## src/rtl/hazard_controller.sv

```systemverilog
// hazard_controller: ID-stage hazard and redirect controller.
// It decodes the IF/ID instruction and checks it against the destination of
// the instruction in EX. From that it stalls load-use and branch-operand
// hazards, and it squashes the wrong-path fetch on taken branches and jumps.
// Optional feature macro: HAZARD_STATS_EN adds saturating stall/flush counters.
module hazard_controller #(
  parameter logic [31:0] NOP_INST = 32'h0000_0000
) (
  input  logic        clk,
  input  logic        rst,
  input  logic [31:0] id_inst,
  input  logic        id_regs_equal,
  input  logic        ex_mem_read,
  input  logic        ex_reg_write,
  input  logic [4:0]  ex_dst,
  output logic        holdPC,
  output logic        hold_if_id,
  output logic        bubble,
  output logic        flush,
  output logic        PCsrc,
  output logic        isBranch,
  output logic        jump_reg
`ifdef HAZARD_STATS_EN
  ,
  output logic [31:0] stall_cycles,
  output logic [31:0] flush_cycles
`endif
);

  localparam logic [5:0] OP_RTYPE = 6'b000000;
  localparam logic [5:0] OP_J     = 6'b000010;
  localparam logic [5:0] OP_JAL   = 6'b000011;
  localparam logic [5:0] OP_BEQ   = 6'b000100;
  localparam logic [5:0] OP_BNE   = 6'b000101;
  localparam logic [5:0] OP_SW    = 6'b101011;
  localparam logic [5:0] FN_JR    = 6'b001000;

  typedef enum logic [0:0] {
    ST_RUN  = 1'b0,
    ST_HOLD = 1'b1
  } state_t;

  state_t state_q, state_d;

  logic [5:0] op;
  logic [4:0] rs;
  logic [4:0] rt;
  logic [5:0] funct;
  logic       is_nop;
  logic       is_beq;
  logic       is_bne;
  logic       is_jump;
  logic       is_jr;
  logic       is_ctl;
  logic       uses_rs;
  logic       uses_rt;
  logic       match;
  logic       need_two;
  logic       need_one;
  logic       stall;

  assign op     = id_inst[31:26];
  assign rs     = id_inst[25:21];
  assign rt     = id_inst[20:16];
  assign funct  = id_inst[5:0];
  // A bubble word carries no hazards and never redirects, whatever it decodes to.
  assign is_nop = (id_inst == NOP_INST);

  assign is_beq  = !is_nop && (op == OP_BEQ);
  assign is_bne  = !is_nop && (op == OP_BNE);
  assign is_jump = !is_nop && ((op == OP_J) || (op == OP_JAL));
  assign is_jr   = !is_nop && (op == OP_RTYPE) && (funct == FN_JR);
  assign is_ctl  = is_beq || is_bne || is_jr;

  assign uses_rs = !is_nop && (op != OP_J) && (op != OP_JAL);
  assign uses_rt = !is_nop && ((op == OP_RTYPE) || (op == OP_BEQ) ||
                               (op == OP_BNE) || (op == OP_SW));

  // $0 is hardwired, so a zero destination can never create a dependence.
  assign match = (ex_dst != 5'd0) &&
                 ((uses_rs && (rs == ex_dst)) || (uses_rt && (rt == ex_dst)));

  // Branches read operands in ID, so a load ahead of them costs two cycles
  // and an ALU result costs one; ordinary consumers only wait on loads.
  assign need_two = is_ctl && ex_mem_read && match;
  assign need_one = (!is_ctl && ex_mem_read && match) ||
                    (is_ctl && ex_reg_write && !ex_mem_read && match);

  assign stall = !rst && ((state_q == ST_HOLD) || need_two || need_one);

  // State register with synchronous reset back to RUN.
  always_ff @(posedge clk) begin
    if (rst) begin
      state_q <= ST_RUN;
    end else begin
      state_q <= state_d;
    end
  end

  // Next-state: enter HOLD only for the second cycle of a load-to-branch stall.
  always_comb begin
    state_d = ST_RUN;
    case (state_q)
      ST_RUN:  state_d = need_two ? ST_HOLD : ST_RUN;
      ST_HOLD: state_d = ST_RUN;
      default: state_d = ST_RUN;
    endcase
  end

  // Outputs: stall beats redirect; reset forces everything low.
  always_comb begin
    holdPC     = 1'b0;
    hold_if_id = 1'b0;
    bubble     = 1'b0;
    flush      = 1'b0;
    PCsrc      = 1'b0;
    isBranch   = 1'b0;
    jump_reg   = 1'b0;
    if (rst) begin
      holdPC = 1'b0;
    end else if (stall) begin
      holdPC     = 1'b1;
      hold_if_id = 1'b1;
      bubble     = 1'b1;
    end else if ((is_beq && id_regs_equal) || (is_bne && !id_regs_equal)) begin
      isBranch = 1'b1;
      flush    = 1'b1;
    end else if (is_jump) begin
      PCsrc = 1'b1;
      flush = 1'b1;
    end else if (is_jr) begin
      PCsrc    = 1'b1;
      jump_reg = 1'b1;
      flush    = 1'b1;
    end else begin
      flush = 1'b0;
    end
  end

`ifdef HAZARD_STATS_EN
  logic [31:0] stall_cnt_q;
  logic [31:0] flush_cnt_q;

  // Saturating event counters, cleared by reset.
  always_ff @(posedge clk) begin
    if (rst) begin
      stall_cnt_q <= 32'd0;
      flush_cnt_q <= 32'd0;
    end else begin
      if (holdPC && (stall_cnt_q != 32'hFFFF_FFFF)) begin
        stall_cnt_q <= stall_cnt_q + 32'd1;
      end else begin
        stall_cnt_q <= stall_cnt_q;
      end
      if (flush && (flush_cnt_q != 32'hFFFF_FFFF)) begin
        flush_cnt_q <= flush_cnt_q + 32'd1;
      end else begin
        flush_cnt_q <= flush_cnt_q;
      end
    end
  end

  assign stall_cycles = stall_cnt_q;
  assign flush_cycles = flush_cnt_q;
`endif

endmodule

```

## config.mk

```make
export PLATFORM = sky130hd
export DESIGN_NAME = hazard_controller
export DESIGN_NICKNAME = d
export VERILOG_FILES = /design/src/rtl/hazard_controller.sv
export SDC_FILE = /design/constraint.sdc
export NUM_CORES = 1
export LEC_CHECK = 0
export CAP_MARGIN = 20
export CORE_MARGIN = 5
export CORE_UTILIZATION = 28
export CTS_CLUSTER_SIZE = 14
export DETAILED_ROUTE_END_ITERATION = 8
export PLACE_DENSITY = 0.82
export SLEW_MARGIN = 20
export SYNTH_ARGS = -nofsm -noshare
export SYNTH_HDL_FRONTEND = slang
export SYNTH_SLANG_ARGS = --single-unit
```

## constraint.sdc

```tcl
create_clock -name clk -period 5.85 [get_ports clk]
set_input_delay 1.17 -clock clk [delete_from_list [all_inputs] [get_ports clk]]
set_output_delay 1.17 -clock clk [all_outputs]
set_load 0.05 [all_outputs]
```

# After elaboration in Yosys (flattened, before gate mapping)
# Cells that the tools add are included.
# classes
reduce_logical,40
bitwise,1
n_mux,19
n_eq_ne,10
# op_table
operator,count
$logic_not 32->1,1
$logic_and 1x1->1,21
$mux 1,18
$eq 6x2->1 const B,2
$eq 6x3->1 const B,2
$ne 6x2->1 const B,2
$logic_or 1x1->1,11
$eq 5x5->1,2
$eq 6x4->1 const B,1
$eq 6x6->1 const B,1
$logic_not 6->1,1
$logic_not 1->1,5
$reduce_bool 5->1,1
$pmux 1 s2,1
$not 1->1,1
# word_totals
wordCells,71
reg_bits,1
output_inout_bits,7

# Longest topological paths before layout
# depth
ltp_word,14
depth_mapped,7
ltp_nobuf,6

# Worst setup path after synthesis
# Ideal clock, no wire load.
# synth_path
kind,input to output
startpoint,in id_inst[9]
endpoint,out flush
required_time_ns,4.680
arrival_time_ns,3.294
cell_stages,5
setup_slack_ns,1.386
path_cell_list,or4_4 > nor4_2 > a21oi_1 > and3b_4 > nor3_1
# synth_via
elab_chain_len,13
word_cells_on_any_way,36
# synth_rtl
element,line,source
start: declaration,11,"input logic [31:0] id_inst,"
$logic_not 32->1 *,67,assign is_nop = (id_inst == NOP_INST);
$logic_not 1->1 *,-,
"$logic_and 1x1->1, on equally long branches",-,
"$logic_and 1x1->1, or another cell as far along",75,assign uses_rs = !is_nop && (op != OP_J) && (op != OP_JAL);
$logic_and 1x1->1 or $logic_or 1x1->1 (tied branches),"81, 73",
"$logic_or 1x1->1, or another cell as far along",81,((uses_rs && (rs == ex_dst)) || (uses_rt && (rt == ex_dst)));
"$logic_and 1x1->1, on equally long branches","80, 86, 87",
"$logic_and 1x1->1, on equally long branches","85, 86, 87",
"$logic_or 1x1->1, on equally long branches","89, 86",
$logic_or 1x1->1,89,assign stall = !rst && ((state_q == ST_HOLD) || need_two || need_one);
$logic_and 1x1->1,89,
$mux 1 *,121,end else if (stall) begin
$mux 1 *,119,if (rst) begin
end: declaration,19,"output logic flush,"
# Mark *: on every way between the ends. The rest lies on a longest branch, timed or not.

# Worst setup path after layout
# layout_path
startpoint,in id_inst[2]
endpoint,out PCsrc
# layout_via
elab_chain_len,13
word_cells_on_any_way,37
# layout_rtl
element,line,source
$logic_not 32->1,67,
$logic_not 1->1,-,
"$logic_and 1x1->1, on equally long branches",-,
"$logic_and 1x1->1, or another cell as far along",75,
$logic_and 1x1->1 or $logic_or 1x1->1 (tied branches),"81, 73",
"$logic_or 1x1->1, or another cell as far along",81,
"$logic_and 1x1->1, on equally long branches","80, 86, 87",
"$logic_and 1x1->1, on equally long branches","85, 86, 87",
"$logic_or 1x1->1, on equally long branches","89, 86",
$logic_or 1x1->1,89,
$logic_and 1x1->1,89,
$mux 1 *,121,
$mux 1 *,119,
end: declaration,20,"output logic PCsrc,"
# Marked as above.

==> summary.txt <==
Outcome
  • Status: complete, no violations

Placed design
  • DP HPWL: 1410 um
  • Post-Place Worst Slack: between 900 and 1000 ps
  • Port Buffers: 48
  • Dpl cells: 118
  • Placer congestion estimate: 0.776

Routing
  • Via density: about 5.2
  • Initial detailed-routing violation count: 8
  • Via count: 618
  • Post-DRT Antenna Nets: 0
  • Routed wire per std cell: 12.9 um
  • WL final: 1530 um
  • DRT Pass-1 Iters: 4
  • DRC viols: 0

Timing
  • # setup viols final: 0
  • Period minus WS final: 4950 ps
  • Final TNS setup: 0 ps
  • Achievable clock frequency: 0.202 GHz
  • Relative slew margins: between 60% and 70%
  • Final hold violation count: 0
  • Setup ws final: 898 ps
  • Slew Viols, Final: 0
  • Tcrit/Tclk final: 84.6%
  • Worst-Margin Slew: 515 ps
  • RSZ-0062 raised after global routing: no
  • Clock skew: 0 ps

Finish
  • Max reg flops: 1
  • Final #Nets: about 150
  • Diodes inserted: 0
  • Final core utilization: 61.9%
  • Area grow syn2layout: 114%
  • Layout cells sized above 1: between 6 and 7%
  • Registers with the most flip-flops: state_q: 1 flops
  • Fin cells: ~120
  • Top reg by flops: state_q

Job
  • Max cap viols: 0

Min path
  • Hold path depth: 3
  • Hold Startpoint: state_q
  • Worst hold endpoint: state_q
  • Hold Crit Class: reg -> reg

Synth
  • Flops & latches, synth: 1
  • Mapped Cells: 56
  • Syn_area_per_cell: 7.60 um^2
  • YS warnings: 0
  • Seq/Total Area, Yosys: 4.71%
  • Synthesized cell area: approximately 430 um^2
  • Post-synth cell types: 27
  • Mapped Nets: 98

Worst setup path
  • CP arrival: approximately 3800 ps
  • Crit Path Class: in -> out
  • Reg2Reg Depth: 3
  • Critical path's largest stage delay: between 800 and 900 ps
  • Worst-path maximum fanout: 5
  • CP Cell Sequence: clkdlybuf4s50_1 -> nor4_1 -> nand2_1 -> nor3_1 -> a21oi_1 -> and3b_4 -> nor4_4 -> clkdlybuf4s50_1
  • Critical Path Start Type: input pin
  • Top Family by Delay on Critical Path: simple AND/OR/NAND/NOR gates
  • Crit. End Element: output pin
  • R2R Path End: state_q
  • Flop2flop setup slack: around 5000 ps
  • Critical path's most frequent cell: clkdlybuf4s50_1
  • WP data required: around 4700 ps
  • Worst path bufs/invs: 2
  • Slowest cell on the critical path: clkdlybuf4s50_1
  • RR Startpoint: state_q

Floorplan
  • Die height: 49.0 um
  • Die area: 2400 um^2
  • Site Rows: 14
  • Die width: a little under 50 um
  • Core area: 1470 um^2
  • Starting density of the core: 28.9%
  • IO Count: just under 50

Power
  • Lkg Pwr: 0.302 nW
  • Sw Pwr: about 0.017 mW
  • Gate power share: 87.9%
  • Sw Ratio: 29.8%
  • Power Dens Cells: roughly 63 nW/um^2
  • Clock Power Share: 0%
  • VDD IR-drop max: 0.0313 mV
  • Sequential cell fraction of total power: between 10% and 20%
  • Cell Int Power: 0.0404 mW
  • Total power: 0.0576 mW

Global routing
  • Number of global-route vias before repair: 675
  • Largest net degree at the start of global routing: 8
  • GRT Total Usage: 12.8%
  • First-pass GRT wire length: 2690 um
  • Total gr overflow: 0
  • Initial antenna violation count: 0

Clock network
  • Clock-pin transition on the worst setup and hold timing paths: 0 ps
  • Setup Fix Bufs, Post-CTS: 0
  • Worst skew pair latency: 0 ps
  • Post_cts resized: 0
  • Cts hold-fix bufs: 0
-- area by class of cell --
class | instances | area, um^2
Fill cell | 143 | 561
Multi-Input combinational cell | 53 | 390
Sequential cell | 1 | 20.0
Tap cell | 16 | 20.0
Timing Repair Buffer | 48 | 480
-- worst register-to-register path: cells and delay by family, from the launching register on --
kind | cells | cell delay, ps
DFF | 1 | 290
and+or+nand+nor | 3 | 520
-- how the worst max path moves through the flow --
stage,start,to,slack [ps],cells past startpoint
after floorplan,id_inst[9],flush,1390,5
after global placement,id_inst[26],PCsrc,930,8
after detailed placement,id_inst[2],PCsrc,910,8
after CTS,id_inst[2],PCsrc,900,8
after global routing,id_inst[26],PCsrc,700,8
final,id_inst[2],PCsrc,900,8
-- cells in the mapped netlist --
| cell type | n | share of area, % |
|---|---|---|
| nor2_1 | 4 | 3.5 |
| nor4b_2 | 1 | 3.5 |
| nor4_2 | 1 | 2.9 |
| or4_4 | 1 | 2.6 |
| and3b_4 | 1 | 2.9 |
| nor2b_1 | 1 | 1.5 |
| or4_1 | 1 | 1.8 |
| a41o_1 | 1 | 2.4 |
| a21oi_1 | 2 | 2.4 |
| a2bb2oi_1 | 1 | 2.1 |
| nand2b_1 | 3 | 4.4 |
| and3_1 | 1 | 1.5 |
| dfxtp_1 | 1 | 4.7 |
| nor4_1 | 5 | 7.4 |
| nand4_1 | 2 | 2.9 |
| a31oi_1 | 2 | 2.9 |
| nand2_1 | 3 | 2.6 |
| xor2_1 | 4 | 8.2 |
| nand3_1 | 1 | 1.2 |
| and3_2 | 1 | 1.8 |
| and4b_1 | 1 | 2.4 |
| xnor2_1 | 7 | 14 |
| o21ba_2 | 1 | 2.4 |
| o22a_1 | 1 | 2.1 |
| nor4_4 | 1 | 5.0 |
| nor3_1 | 6 | 7.1 |
| buf_4 | 2 | 3.5 |
-- kinds of logic after synthesis --
| family | count (synthesis) | share of synthesized area, % |
|---|---|---|
| simple gates | 34 | 55.0 |
| flops | 1 | 4.71 |
| buf+inv | 2 | 3.53 |
| xor+xnor | 11 | 22.6 |
| compound gates | 8 | 14.1 |
-- power by group through the flow --
stage / clock, mW / combinational (mW) / sequential, mW
after global routing: 0 / 0.0547 / 0.00696
after floorplan: 0 / 0.0157 / 0.00696
after CTS: 0 / 0.0510 / 0.00696
final: 0 / 0.0506 / 0.00696
after global placement: 0 / 0.0502 / 0.00696
after detailed placement: 0 / 0.0508 / 0.00696
-- cells in the final DEF (no fill, tap or decap), drive strengths merged --
cell / instances
nor4: 7
nand2b: 3
nand2: 3
and3: 2
nand3: 1
nor2: 4
or4: 2
a2bb2oi: 1
a21oi: 2
a31oi: 2
xnor2: 7
nor4b: 1
clkdlybuf4s50: 48
and4b: 1
nand4: 2
o22a: 1
o21ba: 1
xor2: 4
nor3: 6
nor2b: 1
a41o: 1
dfxtp: 1
and3b: 1
-- routing by layer --
| layer | vias up | track usage (%) | routed length, um |
|---|---|---|---|
| met5 | - | 0 | 0 |
| met4 | 0 | 0 | 0 |
| met3 | 0 | 2.75 | 176 |
| met2 | 33 | 26.5 | 799 |
| met1 | 273 | 13.5 | 551 |
| li1 | 312 | - | - |
-- stage by stage --
| stage | instance area, um^2 | hold WS (ps) |
|---|---|---|
| CTS | 911 | 808 |
| floorplan | 425 | 760 |
| global route | 911 | 860 |
| finish | 911 | 809 |
| global placement | 911 | 798 |
| detailed placement | 911 | 800 |
No activity file was read; power rests on OpenSTA's default activity.
